[src/rtl/pattern_detect_ctrl_if.sv]
// Handshake and data bundle for pattern_detect_ctrl: run control, serial data,
// pattern load and the display/status outputs.
interface pattern_detect_ctrl_if;
  logic       d_in;
  logic       start;
  logic       stop;
  logic       mode;
  logic       pat_wr;
  logic [3:0] pat_in;
  logic       clr_cnt;
  logic       led_out;
  logic [3:0] shift_q;
  logic [7:0] hit_cnt;
  logic       busy;
  logic       sample_tick;

  modport master (
    output d_in, start, stop, mode, pat_wr, pat_in, clr_cnt,
    input  led_out, shift_q, hit_cnt, busy, sample_tick
  );

  modport slave (
    input  d_in, start, stop, mode, pat_wr, pat_in, clr_cnt,
    output led_out, shift_q, hit_cnt, busy, sample_tick
  );
endinterface

[src/rtl/pattern_detect_ctrl.sv]
// Serial 4-bit pattern detector: samples d_in on a divided tick, flags matches
// on led_out for a hold period and keeps a saturating two-digit BCD hit count.
module pattern_detect_ctrl #(
  parameter int TICK_DIV   = 50000000,
  parameter int HOLD_TICKS = 3
) (
  input  logic                  clk,
  input  logic                  rst_n,
  pattern_detect_ctrl_if.slave  bus
);

  localparam int            CW        = (TICK_DIV > 2) ? $clog2(TICK_DIV) : 1;
  localparam logic [CW-1:0] TICK_LAST = CW'(TICK_DIV - 1);
  localparam logic [3:0]    HOLD_LOAD = 4'(HOLD_TICKS);

  typedef enum logic [1:0] {IDLE, FILL, RUN, HIT} state_t;

  state_t        state_q, state_nx;
  logic [CW-1:0] tick_q, tick_nx;
  logic [3:0]    shift_r, shift_nx;
  logic [2:0]    bit_q, bit_nx;
  logic [3:0]    hold_q, hold_nx;
  logic          led_q, led_nx;
  logic [7:0]    hit_q, hit_nx;
  logic [3:0]    pat_q, pat_nx;

  logic          tick;
  logic [3:0]    shifted;
  logic [2:0]    bit_inc;
  logic          match;
  logic [7:0]    hit_inc;

  assign tick    = (state_q != IDLE) && (tick_q == TICK_LAST);
  assign shifted = {shift_r[2:0], bus.d_in};
  assign bit_inc = (bit_q == 3'd4) ? 3'd4 : bit_q + 3'd1;
  assign match   = tick && (bit_inc == 3'd4) && (shifted == pat_q);

  // BCD increment that sticks at 99 rather than wrapping
  assign hit_inc = (hit_q == 8'h99)       ? 8'h99 :
                   (hit_q[3:0] == 4'd9)   ? {hit_q[7:4] + 4'd1, 4'd0} :
                                            {hit_q[7:4], hit_q[3:0] + 4'd1};

  always_ff @(posedge clk or negedge rst_n) begin
    if (!rst_n) begin
      state_q <= IDLE;
      tick_q  <= '0;
      shift_r <= '0;
      bit_q   <= '0;
      hold_q  <= '0;
      led_q   <= 1'b0;
      hit_q   <= '0;
      pat_q   <= 4'b0110;
    end else begin
      state_q <= state_nx;
      tick_q  <= tick_nx;
      shift_r <= shift_nx;
      bit_q   <= bit_nx;
      hold_q  <= hold_nx;
      led_q   <= led_nx;
      hit_q   <= hit_nx;
      pat_q   <= pat_nx;
    end
  end

  always_comb begin
    state_nx = state_q;
    tick_nx  = tick_q;
    shift_nx = shift_r;
    bit_nx   = bit_q;
    hold_nx  = hold_q;
    led_nx   = led_q;
    hit_nx   = hit_q;
    pat_nx   = pat_q;

    case (state_q)
      IDLE: begin
        tick_nx = '0;
        if (bus.pat_wr) pat_nx = bus.pat_in;
        if (bus.start && !bus.stop) begin
          state_nx = FILL;
          shift_nx = '0;
          bit_nx   = '0;
        end
      end
      default: begin
        // stop abandons the run but leaves the displayed bits and count alone
        if (bus.stop) begin
          state_nx = IDLE;
          tick_nx  = '0;
          led_nx   = 1'b0;
        end else begin
          tick_nx = tick ? '0 : tick_q + CW'(1);
          if (tick) begin
            shift_nx = shifted;
            bit_nx   = bit_inc;
            if (match) begin
              state_nx = HIT;
              led_nx   = 1'b1;
              hold_nx  = HOLD_LOAD;
              hit_nx   = hit_inc;
              if (bus.mode) bit_nx = '0;
            end else if (state_q == FILL) begin
              if (bit_inc == 3'd4) state_nx = RUN;
            end else if (state_q == HIT) begin
              hold_nx = hold_q - 4'd1;
              if (hold_q == 4'd1) begin
                led_nx   = 1'b0;
                state_nx = RUN;
              end
            end
          end
        end
      end
    endcase

    if (bus.clr_cnt) hit_nx = '0;
  end

  assign bus.led_out     = led_q;
  assign bus.shift_q     = shift_r;
  assign bus.hit_cnt     = hit_q;
  assign bus.busy        = (state_q != IDLE);
  assign bus.sample_tick = tick;

endmodule
[src/flat_wrapper.sv]
// flat-port wrapper written by rule: the top's interface ports become plain ports
module pattern_detect_ctrl_flat 
#(
  parameter int TICK_DIV   = 50000000,
  parameter int HOLD_TICKS = 3
)
  (clk, rst_n, bus_d_in, bus_start, bus_stop, bus_mode, bus_pat_wr, bus_pat_in, bus_clr_cnt, bus_led_out, bus_shift_q, bus_hit_cnt, bus_busy, bus_sample_tick);
  pattern_detect_ctrl_if bus_i ();
  input  logic clk;
  input  logic rst_n;
  input wire logic [$bits(bus_i.d_in)-1:0] bus_d_in;
  input wire logic [$bits(bus_i.start)-1:0] bus_start;
  input wire logic [$bits(bus_i.stop)-1:0] bus_stop;
  input wire logic [$bits(bus_i.mode)-1:0] bus_mode;
  input wire logic [$bits(bus_i.pat_wr)-1:0] bus_pat_wr;
  input wire logic [$bits(bus_i.pat_in)-1:0] bus_pat_in;
  input wire logic [$bits(bus_i.clr_cnt)-1:0] bus_clr_cnt;
  output wire logic [$bits(bus_i.led_out)-1:0] bus_led_out;
  output wire logic [$bits(bus_i.shift_q)-1:0] bus_shift_q;
  output wire logic [$bits(bus_i.hit_cnt)-1:0] bus_hit_cnt;
  output wire logic [$bits(bus_i.busy)-1:0] bus_busy;
  output wire logic [$bits(bus_i.sample_tick)-1:0] bus_sample_tick;
  assign bus_i.d_in = bus_d_in;
  assign bus_i.start = bus_start;
  assign bus_i.stop = bus_stop;
  assign bus_i.mode = bus_mode;
  assign bus_i.pat_wr = bus_pat_wr;
  assign bus_i.pat_in = bus_pat_in;
  assign bus_i.clr_cnt = bus_clr_cnt;
  assign bus_led_out = bus_i.led_out;
  assign bus_shift_q = bus_i.shift_q;
  assign bus_hit_cnt = bus_i.hit_cnt;
  assign bus_busy = bus_i.busy;
  assign bus_sample_tick = bus_i.sample_tick;
  pattern_detect_ctrl #(.TICK_DIV(TICK_DIV), .HOLD_TICKS(HOLD_TICKS)) u_core (.clk(clk), .rst_n(rst_n), .bus(bus_i));
endmodule
[config.mk]
export PLATFORM = sky130hd
export DESIGN_NAME = pattern_detect_ctrl_flat
export DESIGN_NICKNAME = d
export VERILOG_FILES = /design/src/rtl/pattern_detect_ctrl_if.sv /design/src/rtl/pattern_detect_ctrl.sv /design/src/flat_wrapper.sv
export SDC_FILE = /design/constraint.sdc
export NUM_CORES = 1
export LEC_CHECK = 0
export ABC_CLOCK_PERIOD_IN_PS = 2750
export CORE_ASPECT_RATIO = 1.1
export CORE_MARGIN = 1
export CORE_UTILIZATION = 57
export CTS_BUF_LIST = sky130_fd_sc_hd__clkbuf_16
export CTS_CLUSTER_DIAMETER = 50
export CTS_CLUSTER_SIZE = 12
export DETAILED_ROUTE_END_ITERATION = 8
export PLACE_DENSITY = 0.79
export SLEW_MARGIN = 20
export SYNTH_ARGS = -nofsm -noshare
export SYNTH_HDL_FRONTEND = slang
export SYNTH_SLANG_ARGS = --single-unit
[constraint.sdc]
create_clock -name clk -period 2.75 [get_ports clk]
set_clock_uncertainty 0.2 [all_clocks]
set_input_delay 0.55 -clock clk [delete_from_list [all_inputs] [get_ports clk]]
set_output_delay 0.55 -clock clk [all_outputs]
set_load 0.01 [all_outputs]
==> results of run 1 <==
-- sequential cells by signal, indices dropped and copies added (netlist names) --
name / flops
u_core.tick_q: 26
u_core.bus.hit_cnt: 8
u_core.bus.shift_q: 4
u_core.hold_q: 4
u_core.pat_q: 4
u_core.bit_q: 3
u_core.state_q: 2
u_core.bus.led_out: 1
-- area by class of cell --
class,instances,area (um2)
multi-input combinational,219,1470
sequential,52,1300
fill,358,1240
timing repair buffer,49,427
clock buffer,5,125
inverter,19,71.3
tap,56,70.1
clock inverter,3,38.8
-- power groups by stage --
stage / Clock [mW] / Sequential, mW / Combinational (mW)
2_1_floorplan: 0 / 0.951 / 0.270
3_3_place_gp: 0 / 0.951 / 0.498
3_5_place_dp: 0 / 0.954 / 0.519
4_1_cts: 0.697 / 0.936 / 0.541
5_1_grt: 0.725 / 0.949 / 0.581
6_report: 0.687 / 0.937 / 0.541
-- stage by stage --
stage	area, um2	setup TNS [ns]	worst slack [ns]	util [%]
floorplan	2890	0	0.475	-
global placement	3330	-0.0714	-0.0615	70.1
detailed placement	3330	-1.11	-0.180	70.1
CTS	3500	0	0.0715	73.8
global route	3500	0	0.0262	73.8
finish	3500	0	0.0660	73.8
-- cell usage after synthesis, types with 2 or more instances --
cell type / instances / share of area, %
a211oi_1: 2 / 0.52
a21boi_0: 2 / 0.52
a21oi_1: 9 / 1.6
a31oi_1: 5 / 1.1
and2_1: 6 / 1.3
and3_1: 8 / 1.7
and4_1: 7 / 2.1
buf_2: 2 / 0.35
clkbuf_1: 7 / 0.91
dfrtp_1: 50 / 43
dfstp_2: 2 / 1.8
ha_1: 9 / 3.9
inv_1: 18 / 2.3
mux2_2: 5 / 2.0
mux2i_1: 6 / 2.1
nand2_1: 15 / 2.0
nand2b_1: 2 / 0.43
nand3_1: 13 / 2.3
nand3b_1: 2 / 0.52
nand4_1: 16 / 3.5
nor2_1: 35 / 4.6
nor2b_1: 2 / 0.43
nor3_1: 8 / 1.4
nor3b_1: 2 / 0.52
nor4_1: 4 / 0.87
o22ai_1: 2 / 0.43
o31ai_1: 4 / 1.0
o41ai_1: 3 / 0.91
or3_1: 3 / 0.65
or4_1: 2 / 0.52
or4b_1: 2 / 0.69
xnor2_1: 8 / 2.4
xor2_1: 21 / 6.4
-- timing repair --
item                                    in CTS  in global routing
endpoints found under the setup margin       1                  0
setup buffers                                1                  0
resized for setup                            2                  0
-- logic make-up after synthesis --
| logic type | after synthesis | share of synthesized area (%) |
|---|---|---|
| compound gates | 36 | 8.41 |
| xor+xnor | 29 | 8.80 |
| fa+ha+maj | 9 | 3.90 |
| buf+inv | 30 | 4.12 |
| flops | 52 | 45.2 |
| mux | 11 | 4.03 |
| simple gates | 134 | 25.6 |
-- per-layer routing --
| metal | GRT usage (%) | part of all wire, % |
|---|---|---|
| met5 | 0 | 0 |
| met4 | 8.60 | 1.7 |
| met3 | 4.89 | 4.4 |
| met2 | 40.2 | 49 |
| met1 | 37.0 | 45 |
-- worst max path at each step --
stage                                        to  slack [ns]  cells past startpoint
after floorplan           u_core.bus.hit_cnt[7]        0.47                      6
after global placement    u_core.bus.hit_cnt[7]       -0.06                      6
after detailed placement  u_core.bus.hit_cnt[7]       -0.18                      6
after CTS                 u_core.bus.hit_cnt[7]        0.07                      6
after global routing      u_core.bus.hit_cnt[7]        0.03                      6
final                     u_core.bus.hit_cnt[7]        0.07                      6
-- placed cells by master, fill, tap and decap left out, types with 2 or more instances in the layout --
cell | Yosys | layout
dfrtp_1 | 50 | 50
xor2_1 | 21 | 21
mux2_2 | 5 | 5
and2_1 | 6 | 6
nor4_1 | 4 | 4
nor3b_1 | 2 | 2
inv_1 | 18 | 19
a21boi_0 | 2 | 2
nand2b_1 | 2 | 2
buf_4 | 1 | 23
nand3b_1 | 2 | 2
and4_1 | 7 | 7
dfstp_2 | 2 | 2
nand3_1 | 13 | 13
clkdlybuf4s50_1 | 0 | 24
or4b_1 | 2 | 2
nor2b_1 | 2 | 2
clkbuf_16 | 0 | 5
or4_1 | 2 | 2
nand2_1 | 15 | 15
xnor2_1 | 8 | 8
o41ai_1 | 3 | 3
mux2i_1 | 6 | 6
a21oi_1 | 9 | 9
a31oi_1 | 5 | 5
a211oi_1 | 2 | 2
nand4_1 | 16 | 16
o31ai_1 | 4 | 4
nor3_1 | 8 | 7
nor2_1 | 35 | 35
o22ai_1 | 2 | 2
and3_1 | 8 | 8
ha_1 | 9 | 9
or3_1 | 3 | 3
==> results.txt, run 1 <==
Die height -> 76.6 um
FF-to-FF Start -> u_core.bit_q[0]
Synth Area per Inst -> 9.59 um2
Crit. Startpoint -> bus_d_in
CORE AREA -> 4750 um2
Drt wl/cell -> 16.1 um
Post-DP HPWL -> 4490 um
CTS H-tree depth -> 2
CTS Hold Buffers Added -> 0
Post-DR vias/cell -> 5.94
Capturing point of the worst reg2reg path -> u_core.bus.hit_cnt[7]
Crit-path max FO -> 8
Synth Register Bits -> 52
Clock Sinks -> 52
Layout cells sized above 1 -> 12.1%
Critical path's top delay family -> simple AND/OR/NAND/NOR gates
Gr usage total -> 26.0%
CP required -> 2.73 ns
DRT Pass-1 Iters -> 4
Switching Share -> 29.4%
Area Overhead vs Synth -> 21.4%
Sequential fraction of design power -> 43.3%
Fin. max-slew vios -> 0
Drt total wl -> 6510 um
Clock power share -> 31.7%
CTS buffer count -> 5
Total die area -> 5350 um2
Pwr Total -> 2.17 mW
Largest net degree at the start of global routing -> 39
Slowest stage delay, CP -> 0.48 ns
Critical path capture point type -> flip-flop
Worst-path cell chain -> clkdlybuf4s50_1 -> xor2_1 -> nor4_1 -> nand2_1 -> nor4_1 -> mux2_2
Unrepaired setup endpoints after global routing -> no
Clk_lat worst skew -> 0.29 ns
DRC viols -> 0
Worst hold slack -> 0.165 ns
Worst Path Arrival -> 2.66 ns
Post-Place Cells -> 394
Int Power -> 1.53 mW
CTS tree -> yes
Initial Util -> 60.8%
Root buf cell -> clkbuf_16
Status -> complete, no violations
Max Cap Violations -> 0
Vias -> 2393
Seq/Total Area, Yosys -> 45.2%
WS Path Type -> primary input to flip-flop
Initial antenna violation count -> 0
Antenna diode instance count -> 0
Mapped Area -> 2890 um2
Flop2flop setup slack -> 0.25 ns
First-pass GRT wire length -> 11000 um
Clock transition at path regs -> 0.07 ns
Worst hold-check path type -> primary input to asynchronous set/reset pin
Vias in the first global route -> 2276
Cell repeated most along the worst path -> nor4_1
Worst Max-Slew Pin Slew -> 0.840 ns
Startpoint types -> primary input
Post-route insts no fill -> 403
Synthesis warning total -> 0
Comb pwr share -> 25.0%
# IOs -> 27
Cell variety after synth -> 52
Final Hold Fails -> 0
Clock tree buffer depth -> 2
GRT Residual Overflow -> 0
Nets@finish -> 367
FFs w/ async S/R, synth -> 100%
Worst R2R Path Depth -> 6
Initial DRC count -> 267
Detail Route Antenna Nets -> 0
Final Critical Period -> 2.68 ns
Switching Power -> 637 uW
Routability cong. -> 0.827
# port buffers -> 26
Row cnt -> 26
Syn nets -> 322
Slew margin rel. -> 44.0%
Final setup vio count -> 0
Prevailing post-synth register cell -> dfrtp_1
Max Clock Freq -> 373 MHz
Post-synth EDFFs -> 0
Synth Instances -> 301
Crit share post-route -> 97.6%
CP Buf/Inv Count -> 1
Peak VDD IR -> 0.000531 V
Slowest cell on the critical path -> nor4_1
Cell Pwr Density -> 618 nW/um2
Leak -> 1.52 nW
Die W -> 69.9 um
Note: power is estimated with default switching activity, not from simulation.
==> run 2, diff against run 1 <==
Settings changed: ABC_CLOCK_PERIOD_IN_PS 2750 to 2500, GPL_TIMING_DRIVEN set to 0.
Clock period 2.75 ns to 2.5 ns, I/O delays scaled along.
==> results.txt, run 2 (synthesized netlist as in run 1, its figures left out) <==
Slew margin rel. -> 56.2% (was 44.0%)
CTS Hold Buffers Added -> 0 (unchanged)
Register bank with the most flops -> u_core.tick_q (unchanged)
Gr usage total -> 26.3% (was 26.0%)
DP Area -> 3200 um2 (was 3330 um2)
Worst Max-Slew Pin Slew -> 0.657 ns (was 0.840 ns)
Worst hold-check path type -> primary input to asynchronous set/reset pin (unchanged)
CTS H-tree depth -> 2 (unchanged)
Met1 GRT Util -> 35.0% (was 37.0%)
Fin area -> 3530 um2 (was 3500 um2)
Root buf cell -> clkbuf_16 (unchanged)
Clock tree buffer depth -> 2 (unchanged)
Cell Pwr Density -> 683 nW/um2 (was 618 nW/um2)
DRC viols -> 0 (unchanged)
Worst R2R Path Depth -> 7 (was 6)
GRT Residual Overflow -> 0 (unchanged)
Critical path capture point type -> flip-flop (unchanged)
Initial DRC count -> 159 (was 267)
Post-DP HPWL -> 4220 um (was 4490 um)
Vias in the first global route -> 2395 (was 2276)
Nets@finish -> 361 (was 367)
Die W -> 69.9 um (unchanged)
Crit share post-route -> 96.3%
Antenna diode instance count -> 0 (unchanged)
Max Clock Freq -> 415 MHz
CTS buffer count -> 5 (unchanged)
Drt total wl -> 6540 um (was 6510 um)
Layout cells sized above 1 -> 12.9% (was 12.1%)
Clock transition at path regs -> 0.07 ns (about the same)
CTS tree -> yes (unchanged)
First-pass GRT wire length -> 11300 um (was 11000 um)
Initial antenna violation count -> 0 (unchanged)
Pwr Total -> 2.41 mW (was 2.17 mW)
Flop2flop setup slack -> 0.09 ns (was 0.25 ns)
Pre-CTS worst setup slack -> -0.604 ns (was -0.180 ns)
Startpoint types -> flip-flop (was primary input)
Post-route insts no fill -> 397 (was 403)
Peak VDD IR -> 0.000608 V (was 0.000531 V)
Worst Path Arrival -> 2.42 ns (was 2.66 ns)
# IOs -> 27 (unchanged)
Clock Sinks -> 52 (unchanged)
Most frequent cells in the layout -> dfrtp_1, nor2_1, clkdlybuf4s50_1 (unchanged)
CP required -> 2.51 ns (was 2.73 ns)
Drt wl/cell -> 16.5 um (was 16.1 um)
WS Path Type -> flip-flop to flip-flop (was primary input to flip-flop)
Vias -> 2413 (was 2393)
Routability cong. -> 0.797 (was 0.827)
# port buffers -> 25 (was 26)
Final Hold Fails -> 0 (unchanged)
Core Util, Final -> 74.3% (was 73.8%)
Fin. max-slew vios -> 0 (unchanged)
Status -> complete, no violations (unchanged)
Detail Route Antenna Nets -> 0 (unchanged)
Most Used Layer, Global Route -> met2 (unchanged)
Setup ws final -> 0.0917 ns (was 0.0660 ns)
Leak -> 1.50 nW (was 1.52 nW)
Post-DR vias/cell -> 6.08 (was 5.94)
Worst hold slack -> 0.0467 ns (was 0.165 ns)
CORE AREA -> 4750 um2 (unchanged)
TNS Setup -> 0 ns (unchanged)
Area Overhead vs Synth -> 22.2% (was 21.4%)
Initial Util -> 60.8% (unchanged)
Row cnt -> 26 (unchanged)
Met2 GRT Util -> 43.2% (was 40.2%)
Largest net degree at the start of global routing -> 53 (was 39)
Commonest non-fill, non-tap cell in the layout -> dfrtp_1 (unchanged)
FILL cells -> 334 (was 358)
Final Critical Period -> 2.41 ns
Max Cap Violations -> 0 (unchanged)
Max reg flops -> 26 (unchanged)
Final setup vio count -> 0 (unchanged)
Crit-path max FO -> 9 (was 8)
Die height -> 76.6 um (unchanged)
Routing usage on met3 -> 4.76% (was 4.89%)
DRT Pass-1 Iters -> 4 (unchanged)
Total die area -> 5350 um2 (unchanged)
Post-Place Cells -> 382 (was 394)
Clk_lat worst skew -> 0.29 ns (about the same)
-- run 2: worst max-delay path: stages (launching register included) --
cell      delay, ns
dfrtp_2        0.43
nor4_4         0.28
nand4_1        0.17
buf_4          0.19
or3_1          0.36
buf_2          0.18
or2_0          0.28
a211oi_2       0.23
-- run 2: path summary, 6_finish.rpt --
kind,from,to
worst max-delay path,u_core.tick_q[7],u_core.bus.hit_cnt[0]
worst min-delay path,rst_n,u_core.tick_q[14]
worst max register to register,u_core.tick_q[7],u_core.bus.hit_cnt[0]
worst min register to register,u_core.bus.shift_q[3],u_core.bus.shift_q[3]
max in group asynchronous,rst_n,u_core.tick_q[8]
min in group clk,u_core.bus.shift_q[3],u_core.bus.shift_q[3]
-- run 2: cell type report --
class | count | area (um2) | area share [%]
Inverter | 19 | 72.6 | 2.06
Multi-Input combinational cell | 219 | 1570 | 44.5
Buffer | 11 | 48.8 | 1.38
Sequential cell | 52 | 1310 | 37.0
Clock buffer | 5 | 125 | 3.55
Tap cell | 56 | 70.1 | 1.99
Clock inverter | 3 | 37.5 | 1.06
Timing Repair Buffer | 32 | 298 | 8.44
-- run 2: power by group --
group	switching [mW]	internal [mW]
clock	0.304	0.466
sequential	0.0916	0.945
combinational	0.344	0.260
total	0.739	1.67
-- run 2: timing repair --
| item | CTS | global route |
|---|---|---|
| endpoints found under the setup margin | 34 | 24 |
| gates cloned | 0 | 0 |
| buffers inserted | 6 | 1 |
| gates resized for setup | 20 | 8 |
| pin swaps | 2 | 3 |
-- run 2: layer usage --
layer / up-vias / routed length [um]
met4: 0 / 96
met3: 11 / 306
li1: 1146 / -
met2: 61 / 3210
met5: - / 0
met1: 1195 / 2930
